### src/rtl/fir_job_sequencer.sv
// Control sequencer for one FIR job: latches the descriptor, issues tap/output/input
// streamer requests in order, counts output handshakes and tracks tap reuse.
module fir_job_sequencer #(
  parameter int ADDR_WIDTH = 32,
  parameter int LEN_WIDTH  = 16,
  parameter int NB_TAPS    = 50
) (
  input  logic                  clk_i,
  input  logic                  rst_i,
  input  logic                  start_i,
  input  logic                  reuse_taps_i,
  input  logic [ADDR_WIDTH-1:0] h_addr_i,
  input  logic [ADDR_WIDTH-1:0] x_addr_i,
  input  logic [ADDR_WIDTH-1:0] y_addr_i,
  input  logic [LEN_WIDTH-1:0]  len_i,
  output logic                  busy_o,
  output logic                  done_o,
  output logic                  err_o,
  output logic                  clear_o,
  output logic [ADDR_WIDTH-1:0] req_addr_o,
  output logic [LEN_WIDTH:0]    req_len_o,
  output logic                  h_req_valid_o,
  input  logic                  h_req_ready_i,
  output logic                  x_req_valid_o,
  input  logic                  x_req_ready_i,
  output logic                  y_req_valid_o,
  input  logic                  y_req_ready_i,
  input  logic                  h_done_i,
  input  logic                  x_done_i,
  input  logic                  y_done_i,
  input  logic                  taps_full_i,
  input  logic                  y_hs_i,
  output logic [LEN_WIDTH-1:0]  y_count_o,
  output logic                  taps_valid_o
);

  // state  | meaning
  // IDLE   | waiting for an accepted start
  // CLEAR  | one-cycle clear of datapath and tap buffer
  // H_REQ  | tap source request outstanding
  // H_WAIT | waiting for tap transfer done and tap buffer full
  // Y_REQ  | output sink request outstanding
  // X_REQ  | input source request outstanding
  // RUN    | counting output handshakes
  // DONE   | one-cycle completion pulse
  typedef enum logic [2:0] {
    S_IDLE, S_CLEAR, S_H_REQ, S_H_WAIT, S_Y_REQ, S_X_REQ, S_RUN, S_DONE
  } state_t;

  localparam logic [LEN_WIDTH:0] TAP_LEN   = (LEN_WIDTH+1)'(NB_TAPS);
  localparam logic [LEN_WIDTH:0] TAP_EXTRA = (LEN_WIDTH+1)'(NB_TAPS - 1);

  state_t                state_q, state_d;
  logic [ADDR_WIDTH-1:0] h_addr_q, h_addr_d, x_addr_q, x_addr_d, y_addr_q, y_addr_d;
  logic [LEN_WIDTH-1:0]  len_q, len_d, y_count_q, y_count_d;
  logic [ADDR_WIDTH-1:0] req_addr_q, req_addr_d;
  logic [LEN_WIDTH:0]    req_len_q, req_len_d;
  logic busy_q, busy_d, done_q, done_d, err_q, err_d, clear_q, clear_d;
  logic h_valid_q, h_valid_d, x_valid_q, x_valid_d, y_valid_q, y_valid_d;
  logic taps_valid_q, taps_valid_d;
  logic h_done_seen_q, h_done_seen_d, taps_full_seen_q, taps_full_seen_d;
  logic y_done_seen_q, y_done_seen_d, x_done_seen_q, x_done_seen_d;
  logic accept;

  always_comb begin
    state_d          = state_q;
    h_addr_d         = h_addr_q;
    x_addr_d         = x_addr_q;
    y_addr_d         = y_addr_q;
    len_d            = len_q;
    y_count_d        = y_count_q;
    taps_valid_d     = taps_valid_q;
    req_addr_d       = req_addr_q;
    req_len_d        = req_len_q;
    h_done_seen_d    = h_done_seen_q;
    taps_full_seen_d = taps_full_seen_q;
    y_done_seen_d    = y_done_seen_q;
    x_done_seen_d    = x_done_seen_q;

    accept = start_i && (state_q == S_IDLE) && (len_i != '0);
    err_d  = start_i && !accept;

    if (state_q == S_Y_REQ || state_q == S_X_REQ || state_q == S_RUN) begin
      y_done_seen_d = y_done_seen_q | y_done_i;
      x_done_seen_d = x_done_seen_q | x_done_i;
    end
    if (state_q == S_H_WAIT) begin
      h_done_seen_d    = h_done_seen_q | h_done_i;
      taps_full_seen_d = taps_full_seen_q | taps_full_i;
    end

    case (state_q)
      S_IDLE: begin
        if (accept) begin
          h_addr_d         = h_addr_i;
          x_addr_d         = x_addr_i;
          y_addr_d         = y_addr_i;
          len_d            = len_i;
          y_count_d        = '0;
          h_done_seen_d    = 1'b0;
          taps_full_seen_d = 1'b0;
          y_done_seen_d    = 1'b0;
          x_done_seen_d    = 1'b0;
          state_d          = (reuse_taps_i && taps_valid_q) ? S_Y_REQ : S_CLEAR;
        end
      end
      S_CLEAR: begin
        taps_valid_d = 1'b0;
        y_count_d    = '0;
        state_d      = S_H_REQ;
      end
      S_H_REQ: begin
        if (h_valid_q && h_req_ready_i) state_d = S_H_WAIT;
      end
      S_H_WAIT: begin
        if ((h_done_seen_q || h_done_i) && (taps_full_seen_q || taps_full_i)) begin
          taps_valid_d = 1'b1;
          state_d      = S_Y_REQ;
        end
      end
      S_Y_REQ: begin
        if (y_valid_q && y_req_ready_i) state_d = S_X_REQ;
      end
      S_X_REQ: begin
        if (x_valid_q && x_req_ready_i) state_d = S_RUN;
      end
      S_RUN: begin
        if (y_hs_i && (y_count_q != len_q)) y_count_d = y_count_q + LEN_WIDTH'(1);
        if ((y_count_q == len_q) && (y_done_seen_q || y_done_i)) state_d = S_DONE;
      end
      S_DONE: state_d = S_IDLE;
      default: state_d = S_IDLE;
    endcase

    // Request valids follow the state with one cycle of setup, so address and
    // length are already stable on the first cycle valid is seen.
    h_valid_d = (state_q == S_H_REQ) && !(h_valid_q && h_req_ready_i);
    y_valid_d = (state_q == S_Y_REQ) && !(y_valid_q && y_req_ready_i);
    x_valid_d = (state_q == S_X_REQ) && !(x_valid_q && x_req_ready_i);

    case (state_q)
      S_H_REQ: begin
        req_addr_d = h_addr_q;
        req_len_d  = TAP_LEN;
      end
      S_Y_REQ: begin
        req_addr_d = y_addr_q;
        req_len_d  = {1'b0, len_q};
      end
      S_X_REQ: begin
        req_addr_d = x_addr_q;
        req_len_d  = {1'b0, len_q} + TAP_EXTRA;
      end
      default: ;
    endcase

    busy_d  = (state_d != S_IDLE);
    done_d  = (state_d == S_DONE);
    clear_d = (state_d == S_CLEAR);
  end

  always_ff @(posedge clk_i) begin
    if (rst_i) begin
      state_q          <= S_IDLE;
      h_addr_q         <= '0;
      x_addr_q         <= '0;
      y_addr_q         <= '0;
      len_q            <= '0;
      y_count_q        <= '0;
      taps_valid_q     <= 1'b0;
      req_addr_q       <= '0;
      req_len_q        <= '0;
      busy_q           <= 1'b0;
      done_q           <= 1'b0;
      err_q            <= 1'b0;
      clear_q          <= 1'b0;
      h_valid_q        <= 1'b0;
      x_valid_q        <= 1'b0;
      y_valid_q        <= 1'b0;
      h_done_seen_q    <= 1'b0;
      taps_full_seen_q <= 1'b0;
      y_done_seen_q    <= 1'b0;
      x_done_seen_q    <= 1'b0;
    end else begin
      state_q          <= state_d;
      h_addr_q         <= h_addr_d;
      x_addr_q         <= x_addr_d;
      y_addr_q         <= y_addr_d;
      len_q            <= len_d;
      y_count_q        <= y_count_d;
      taps_valid_q     <= taps_valid_d;
      req_addr_q       <= req_addr_d;
      req_len_q        <= req_len_d;
      busy_q           <= busy_d;
      done_q           <= done_d;
      err_q            <= err_d;
      clear_q          <= clear_d;
      h_valid_q        <= h_valid_d;
      x_valid_q        <= x_valid_d;
      y_valid_q        <= y_valid_d;
      h_done_seen_q    <= h_done_seen_d;
      taps_full_seen_q <= taps_full_seen_d;
      y_done_seen_q    <= y_done_seen_d;
      x_done_seen_q    <= x_done_seen_d;
    end
  end

  assign busy_o        = busy_q;
  assign done_o        = done_q;
  assign err_o         = err_q;
  assign clear_o       = clear_q;
  assign req_addr_o    = req_addr_q;
  assign req_len_o     = req_len_q;
  assign h_req_valid_o = h_valid_q;
  assign x_req_valid_o = x_valid_q;
  assign y_req_valid_o = y_valid_q;
  assign y_count_o     = y_count_q;
  assign taps_valid_o  = taps_valid_q;

endmodule

### config.mk
export PLATFORM = sky130hd
export DESIGN_NAME = fir_job_sequencer
export DESIGN_NICKNAME = d
export VERILOG_FILES = /design/src/rtl/fir_job_sequencer.sv
export SDC_FILE = /design/constraint.sdc
export NUM_CORES = 1
export LEC_CHECK = 0
export ABC_AREA = 0
export BUFFER_PORTS_ARGS = -buffer_cell sky130_fd_sc_hd__clkbuf_2
export CAP_MARGIN = 20
export CORE_UTILIZATION = 59
export CTS_BUF_LIST = sky130_fd_sc_hd__clkbuf_8
export CTS_CLUSTER_SIZE = 28
export DETAILED_ROUTE_END_ITERATION = 10
export PLACE_DENSITY = 0.86
export SETUP_SLACK_MARGIN = 0.3
export SYNTH_ARGS = -nofsm -noshare
export SYNTH_HDL_FRONTEND = slang
export SYNTH_SLANG_ARGS = --single-unit
### constraint.sdc
create_clock -name clk_i -period 4.2 [get_ports clk_i]
set_input_delay 0.21 -clock clk_i [delete_from_list [all_inputs] [get_ports clk_i]]
set_output_delay 0.21 -clock clk_i [all_outputs]
set_load 0.01 [all_outputs]
==> results of run 1 <==
[sequential cells by signal, indices dropped and copies added (netlist names)]
register	count
taps_valid_o	1
err_o	1
x_addr_q	32
y_done_seen_q	1
done_o	1
len_q	16
state_q	3
y_req_valid_o	1
h_done_seen_q	1
y_count_o	16
clear_o	1
req_addr_o	32
h_addr_q	32
h_req_valid_o	1
req_len_o	17
x_req_valid_o	1
busy_o	1
y_addr_q	32
taps_full_seen_q	1
[per-stage QoR]
stage                     worst slack, ns  std cells  total power (W)  utilization  hold WS, ns
after detailed placement            1.627       1253         0.002605       0.6795       0.4388
final                               1.552       1398         0.003986       0.7970      0.05192
after global placement              1.664       1253         0.002588       0.6795       0.4344
after global routing                1.386       1398         0.004136       0.7970      0.02604
after CTS                           1.628       1397         0.003925       0.7968      0.02810
after floorplan                     2.384        949         0.002412            -       0.3460
[kinds of logic (layout without fill, tap and decap cells)]
family          count (synthesis)  in the layout  synth area share
other cells                     0              1                 0
mux                            42             42           0.05271
compound gates                235            235            0.1851
fa+ha+maj                       2              2          0.003137
xor+xnor                       29             29           0.03184
flops                         191            191            0.4794
simple gates                  369            369            0.2055
buf+inv                        81            353           0.04235
[cell usage in the layout, fill, tap and decap left out, types with 15 or more instances in the layout]
master / count
sky130_fd_sc_hd__dfxtp_1: 190
sky130_fd_sc_hd__nor3_1: 15
sky130_fd_sc_hd__xor2_1: 24
sky130_fd_sc_hd__nor2_1: 18
sky130_fd_sc_hd__mux2i_1: 42
sky130_fd_sc_hd__dlygate4sd3_1: 113
sky130_fd_sc_hd__clkbuf_8: 19
sky130_fd_sc_hd__nand2_1: 254
sky130_fd_sc_hd__clkbuf_2: 194
sky130_fd_sc_hd__o221a_2: 32
sky130_fd_sc_hd__a21oi_1: 162
[timing repair]
item / in CTS / in global routing
hold endpoints to repair: 113 / 0
resized for setup: 0 / 0
hold buffers: 113 / 0
[layout make-up]
class | count | area [um^2] | area share
inverters | 3 | 11.26 | 0.001071
flip-flops and latches | 191 | 3825 | 0.3638
multi-input cells | 677 | 3832 | 0.3646
clock buffers | 19 | 261.5 | 0.02488
clock inverters | 12 | 155.1 | 0.01476
diodes | 1 | 2.502 | 0.0002380
well taps | 176 | 220.2 | 0.02095
repair buffers | 319 | 2205 | 0.2097
[power breakdown]
| part | internal (W) | total [W] | leakage [nW] | switching [W] |
|---|---|---|---|---|
| registers | 0.00193 | 0.00203 | 1.56 | 0.0000987 |
| clock network | 0.000622 | 0.00129 | 0.220 | 0.000664 |
| logic | 0.000292 | 0.000669 | 2.59 | 0.000377 |
| total | 0.00285 | 0.00399 | 4.37 | 0.00114 |
[how the worst min path moves through the flow]
stage,startpoint,end,slack [ns],depth (start not counted)
finish,h_done_i,h_done_seen_q$_SDFF_PP0_,0.05,3
global route,start_i,err_o$_SDFF_PP0_,0.03,2
CTS,h_done_i,h_done_seen_q$_SDFF_PP0_,0.03,3
detailed placement,x_addr_i[12],x_addr_q[12]$_SDFFE_PP0P_,0.44,3
global placement,h_addr_i[10],h_addr_q[10]$_SDFFE_PP0P_,0.43,3
floorplan,h_addr_i[0],h_addr_q[0]$_SDFFE_PP0P_,0.35,2
[critical path: stages (launching register included)]
cell and delay, ns:
sky130_fd_sc_hd__dfxtp_2 0.50, sky130_fd_sc_hd__nor4b_2 0.52, sky130_fd_sc_hd__and2_4 0.82, sky130_fd_sc_hd__buf_4 0.39, sky130_fd_sc_hd__nand2_1 0.12, sky130_fd_sc_hd__a21oi_1 0.17
[metal layers]
metal | up-vias | track usage
met4 | 0 | 0.2284
met2 | 556 | 0.6188
met5 | - | 0
met1 | 3850 | 0.4342
li1 | 3828 | -
met3 | 131 | 0.07336
==> metrics.md, run 1 <==
| Metric | Value |
|---|---|
| First-pass GRT wire length | about 41 mm |
| Global route total overflow | 0 |
| Core area | 13190 um^2 |
| Leading post-synthesis cells by cell area | sky130_fd_sc_hd__dfxtp_1 48%, sky130_fd_sc_hd__nand2_1 12%, sky130_fd_sc_hd__a21oi_1 10% |
| Post-layout min period | 2.648 ns |
| Initial antenna violation count | 1 |
| Half-perimeter wire length after detailed placement | around 13 mm |
| CTS Root Cell | sky130_fd_sc_hd__clkbuf_8 |
| Fraction of final layout cells with drive strength greater than 1 | 0.2252 |
| Share of Yosys cell area claimed by the top area cell type | 0.4794 |
| Drt pass-1 iters | 5 |
| Total wirelength of the detailed-routed design | ~26 mm |
| Length in cells of the worst reg-to-reg path | 5 |
| Net Count, Synth | 1075 |
| VDD IR max | between 200 and 250 uV |
| Leading area contributor after synthesis | sky130_fd_sc_hd__dfxtp_1 |
| Reg-to-Reg Start | state_q[0]$_SDFF_PP0_ |
| Number of failing hold endpoints at the final stage | 0 |
| Setup repair after global routing missed its margin | no |
| Floorplan die height | 118.3 um |
| Count of flip-flops with a built-in enable after synthesis | 0 |
| Vias per inst | 5.984 |
| Final total negative setup slack | 0 ns |
| Clock-pin slew on the worst setup and hold paths | 0.10 ns |
| Wire length on met1 | 9.742 mm |
| Filler cells | 783 |
| Post-Layout Inst Area | ~11000 um^2 |
| Die Outline Area | around 14000 um^2 |
| Register area share after synthesis | 0.4794 |
| Vias after detailed routing | 8365 |
| Post-synth ARST share | 0 |
| Critical path endpoint category | flop |
| Port buffer count | ~200 |
| Routability Congestion | 0.8613 |
| R2r setup slk | 1.55 ns |
| Worst reg2reg endpoint | h_addr_q[27]$_SDFFE_PP0P_ |
| Initial DRC Count | 948 |
| CTS tree | done |
| Register bit total from synthesis | 191 |
| Most used flip-flop cell after synthesis | sky130_fd_sc_hd__dfxtp_1 |
| Post-route DRC violation count | 0 |
| Clock Skew | around 0.018 ns |
| Critical Path Sink | h_addr_q[27]$_SDFFE_PP0P_ |
| Post-Syn Area per Cell | 8.405 um^2 |
| Top post-synthesis cells by count | 255 x sky130_fd_sc_hd__nand2_1, 191 x sky130_fd_sc_hd__dfxtp_1, 162 x sky130_fd_sc_hd__a21oi_1 |
| Latest clock arrival within the worst-skew pair | 0.48 ns |
| Post-route antenna net violation count | 0 |
| Count of cell types in the netlist | 48 |
| Length of routed met2 wiring | 12.45 mm |
| Area of placed instances | 8962 um^2 |
| Power per Cell Area | 379.2 nW/um^2 |
| Vias in the first global route | ~8200 |
| Synthesized instance count | 949 |
| Max Cap Violations | 0 |
| Leak pwr | about 4.4 nW |
| Warning count from the yosys run | 0 |
| Starting Density | 0.6047 |
| Wire length per cell | 18.27 um |
| Number of rows created at floorplan | 42 |
| Largest fanout on the critical path | 81 |
| Arrival time at the worst endpoint | 3.05 ns |
| Type of origin of the critical path | flop |
| Pin count of the biggest net entering global routing | 86 |
| Tot GR Track Use | 0.3692 |
| Start point of the critical path | state_q[0]$_SDFF_PP0_ |
| Die outline width | 118.3 um |
| Slew of the pin with the lowest slew margin | 0.9389 ns |
| Number of buffers on the longest clock path | 2 |
| Highest metal layer with signal wires | met4 |
| Cell area after technology mapping | 7976 um^2 |
| Headroom to the max-slew limit | 0.3741 |
| Num CTS Buffers | 17 |
| Max-slew violation count | 0 |
| Period utilisation layout | 0.6304 |
| Sink Count | 191 |
| Layout Area Growth over Synthesis | 31.80% |
| Final setup violation count | 0 |
| H-tree depth | 4 |
| Setup repair bufs after CTS | 0 |
| Outcome | finished, final reports clean |
| Final layout net count | 1335 |
| Worst Path Required | 4.60 ns |
| Wire length on met3 | approximately 2.1 mm |
| Most numerous cell in the Yosys netlist | sky130_fd_sc_hd__nand2_1 |
| Ports | 197 |
| Fmax | 0.3777 GHz |
| Critical path type | reg -> reg |
| HP Class | in -> reg |
(Power assumes the default switching activity.)
==> inputs of run 2 (changes only) <==
- CORE_UTILIZATION: 59 -> 50
- PLACE_DENSITY: 0.86 -> 0.78
- clock period: 4.2 -> 2.2 ns (I/O delays scaled with it)
==> run 2 against run 1 <==
Routed wire length decreased by 2.4%. Power increased by 92%. Critical path depth unchanged. Largest power group unchanged. Sequential share of layout area decreased by 1.4 points. First-iteration DRC count decreased by 27%. Largest cell class unchanged. Clock skew increased by 0.0010 ns. Utilization decreased by 8.4 points.
==> metrics.md, run 2 (same netlist as run 1, synthesis figures left out) <==
| Metric | Value |
|---|---|
| First-pass GRT wire length | 37.77 mm (-7.0%) |
| Latest clock arrival within the worst-skew pair | 0.47 ns (about the same) |
| Area of placed instances | 9206 um^2 (+2.7%) |
| Critical Path Sink | y_count_o[6]$_SDFFE_PP0P_ |
| Leak pwr | 4.547 nW (+4.1%) |
| Register Area | 3836 um^2 (+0.29%) |
| Floorplan die height | 128.3 um (+8.5%) |
| Final setup violation count | 0 (unchanged) |
| Post-route antenna net violation count | 0 (unchanged) |
| Start point of the critical path | y_count_o[12]$_SDFFE_PP0P_ |
| Layout Area Growth over Synthesis | 37.41% |
| HP Class | in -> reg |
| H-tree depth | 4 (unchanged) |
| Post-route DRC violation count | 0 (unchanged) |
| R2r setup slk | 0.31 ns (-1.24 ns) |
| Largest fanout on the critical path | 9 (-89%) |
| Outcome | finished, final reports clean |
| Number of rows created at floorplan | 45 (+7.1%) |
| Critical path type | reg -> reg |
| CTS tree | done |
| Initial antenna violation count | 1 (unchanged) |
| Starting Density | 0.5189 (-0.08580) |
| Total wirelength of the detailed-routed design | 24.94 mm (-2.4%) |
| Core area | 15370 um^2 (+17%) |
| Die outline width | 128.3 um (+8.5%) |
| Max Cap Violations | 0 (unchanged) |
| Buf/Inv on CP | 0 (-1) |
| Slew of the pin with the lowest slew margin | 0.6963 ns (-0.2426 ns) |
| Number of failing hold endpoints at the final stage | 0 (unchanged) |
| Post-route worst hold slack | 0.04513 ns (-0.006783 ns) |
| Num CTS Buffers | 17 (unchanged) |
| Headroom to the max-slew limit | 0.5358 (+0.1617) |
| Cell at the slowest stage of the critical path | sky130_fd_sc_hd__or4_1 |
| Leading cell type in the layout, fill and taps excluded | sky130_fd_sc_hd__nand2_1 |
| Drt pass-1 iters | 5 (unchanged) |
| Dominant delay contributor by cell family on the critical path | simple AND/OR/NAND/NOR gates |
| Vias after detailed routing | 8281 (-1.0%) |
| Cell-by-cell trace of the critical path | xor2_1, nor4_2, and4_2, or4_1, a21boi_0 |
| Critical path endpoint category | flop |
| Worst Path Required | 2.59 ns (-2.01 ns) |
| Length in cells of the worst reg-to-reg path | 5 (unchanged) |
| Final total negative setup slack | 0 ns (unchanged) |
| Total stage count of the critical path | 5 (unchanged) |
| Clock Skew | 0.01950 ns (+0.001013 ns) |
| Arrival time at the worst endpoint | 2.28 ns (-0.77 ns) |
| Max-slew violation count | 0 (unchanged) |
| Number of buffers on the longest clock path | 2 (unchanged) |
| Half-perimeter wire length after detailed placement | 13.92 mm (+6.3%) |
| Largest stage delay on the critical path | 0.51 ns (-0.31 ns) |
| Sink Count | 191 (unchanged) |
| Pin count of the biggest net entering global routing | 95 (+10%) |
| Reg-to-Reg Start | y_count_o[12]$_SDFFE_PP0P_ |
| Final layout net count | 1367 (+2.4%) |
| Tot GR Track Use | 0.2909 (-0.07834) |
| Vias in the first global route | 7823 (-5.1%) |
| Type of origin of the critical path | flop |
| Port buffer count | 195 (unchanged) |
| Setup repair after global routing missed its margin | yes |
| Worst reg2reg endpoint | y_count_o[6]$_SDFFE_PP0P_ |
| Die Outline Area | 16460 um^2 (+18%) |
| Routability Congestion | 0.8731 (+1.4%) |
| Filler cells | 1153 (+47%) |
| Wire length per cell | 17.02 um (-6.8%) |
| Ports | 197 (unchanged) |
| Vias per inst | 5.653 (-5.5%) |
| Fraction of final layout cells with drive strength greater than 1 | 0.2586 (+0.03335) |
| Fmax | 0.5298 GHz (+40%) |
| Multi-input gate area in the final layout | 3913 um^2 (+2.1%) |
| CTS Root Cell | sky130_fd_sc_hd__clkbuf_8 |
| Post-layout min period | 1.888 ns (-0.7602 ns) |
| Period utilisation layout | 0.8580 (+0.2276) |
| Global route total overflow | 0 (unchanged) |
| VDD IR max | 538.7 uV (+140%) |
| Initial DRC Count | 694 (-27%) |
| Commonest cells after routing, fill and taps aside | 252 x sky130_fd_sc_hd__nand2_1, 194 x sky130_fd_sc_hd__clkbuf_2, 181 x sky130_fd_sc_hd__dfxtp_1 |
| Post-Layout Inst Area | 10960 um^2 (+4.3%) |
| Clock-pin slew on the worst setup and hold paths | 0.09 ns (about the same) |
| Power per Cell Area | 698.9 nW/um^2 (+84%) |
## run 2: changes by cell type in the layout (fill, tap and decap cells not counted), sizes merged
| cell | delta |
|---|---|
| and2 | +1 |
| and4 | +1 |
| buf | +25 |
| clkbuf | -1 |
| clkinv | +1 |
| clkinvlp | +2 |
| dlygate4sd3 | +5 |
| inv | -2 |
## run 2: worst min path at each step
stage,end,cells past startpoint,from,slack [ns]
3_5_place_dp,y_addr_q[10]$_SDFFE_PP0P_,3,y_addr_i[10],0.34
6_report,h_req_valid_o$_SDFF_PP0_,3,h_req_ready_i,0.05
2_1_floorplan,h_addr_q[0]$_SDFFE_PP0P_,2,h_addr_i[0],0.25
5_1_grt,h_req_valid_o$_SDFF_PP0_,3,h_req_ready_i,0.01
4_1_cts,h_req_valid_o$_SDFF_PP0_,3,h_req_ready_i,0.0008
3_3_place_gp,h_addr_q[19]$_SDFFE_PP0P_,3,h_addr_i[19],0.33
## run 2: layout make-up
| cell class | count | share of cell area |
|---|---|---|
| Antenna cell | 1 | 0.0002283 |
| Sequential cell | 191 | 0.3500 |
| Timing Repair Buffer | 349 | 0.2303 |
| Clock inverter | 13 | 0.01484 |
| Tap cell | 211 | 0.02409 |
| Multi-Input combinational cell | 679 | 0.3570 |
| Inverter | 3 | 0.001027 |
| Clock buffer | 18 | 0.02260 |
## run 2: worst reg2reg max path, cell delays in order (launching register included)
cell	delay [ns]
sky130_fd_sc_hd__dfxtp_1	0.47
sky130_fd_sc_hd__xor2_1	0.26
sky130_fd_sc_hd__nor4_2	0.11
sky130_fd_sc_hd__and4_2	0.31
sky130_fd_sc_hd__or4_1	0.51
sky130_fd_sc_hd__a21boi_0	0.16
## run 2: repair_timing
item	in CTS	in global routing
setup endpoints to repair	15	107
pin swaps	0	3
hold buffers	118	0
hold endpoints to repair	118	0
setup buffers	0	5
cloned	0	2
resized for setup	5	25
## run 2: where the power goes
part	leakage (nW)	internal [W]	switching [W]	total [W]
Clock	0.207	0.00115	0.00125	0.00240
Sequential	1.57	0.00369	0.000160	0.00385
Combinational	2.77	0.000649	0.000756	0.00140
## run 2: stage by stage
step                      power (W)  instances  utilization  setup WS (ns)
after floorplan            0.004605        949            -         0.3837
after global placement     0.005015       1308       0.5989         0.2451
after detailed placement   0.005039       1308       0.5989         0.1950
after CTS                  0.007569       1457       0.7033         0.3030
after global routing       0.007996       1465       0.7131         0.2024
final                      0.007660       1465       0.7131         0.3125
## run 2: layer usage
metal | GRT usage | wire (um) | vias to the layer above
li1 | - | - | 3891
met1 | 0.3550 | 10140 | 3880
met2 | 0.4808 | 12090 | 410
met3 | 0.06761 | 1632 | 100
met4 | 0.1474 | 1073 | 0
met5 | 0 | 0 | -
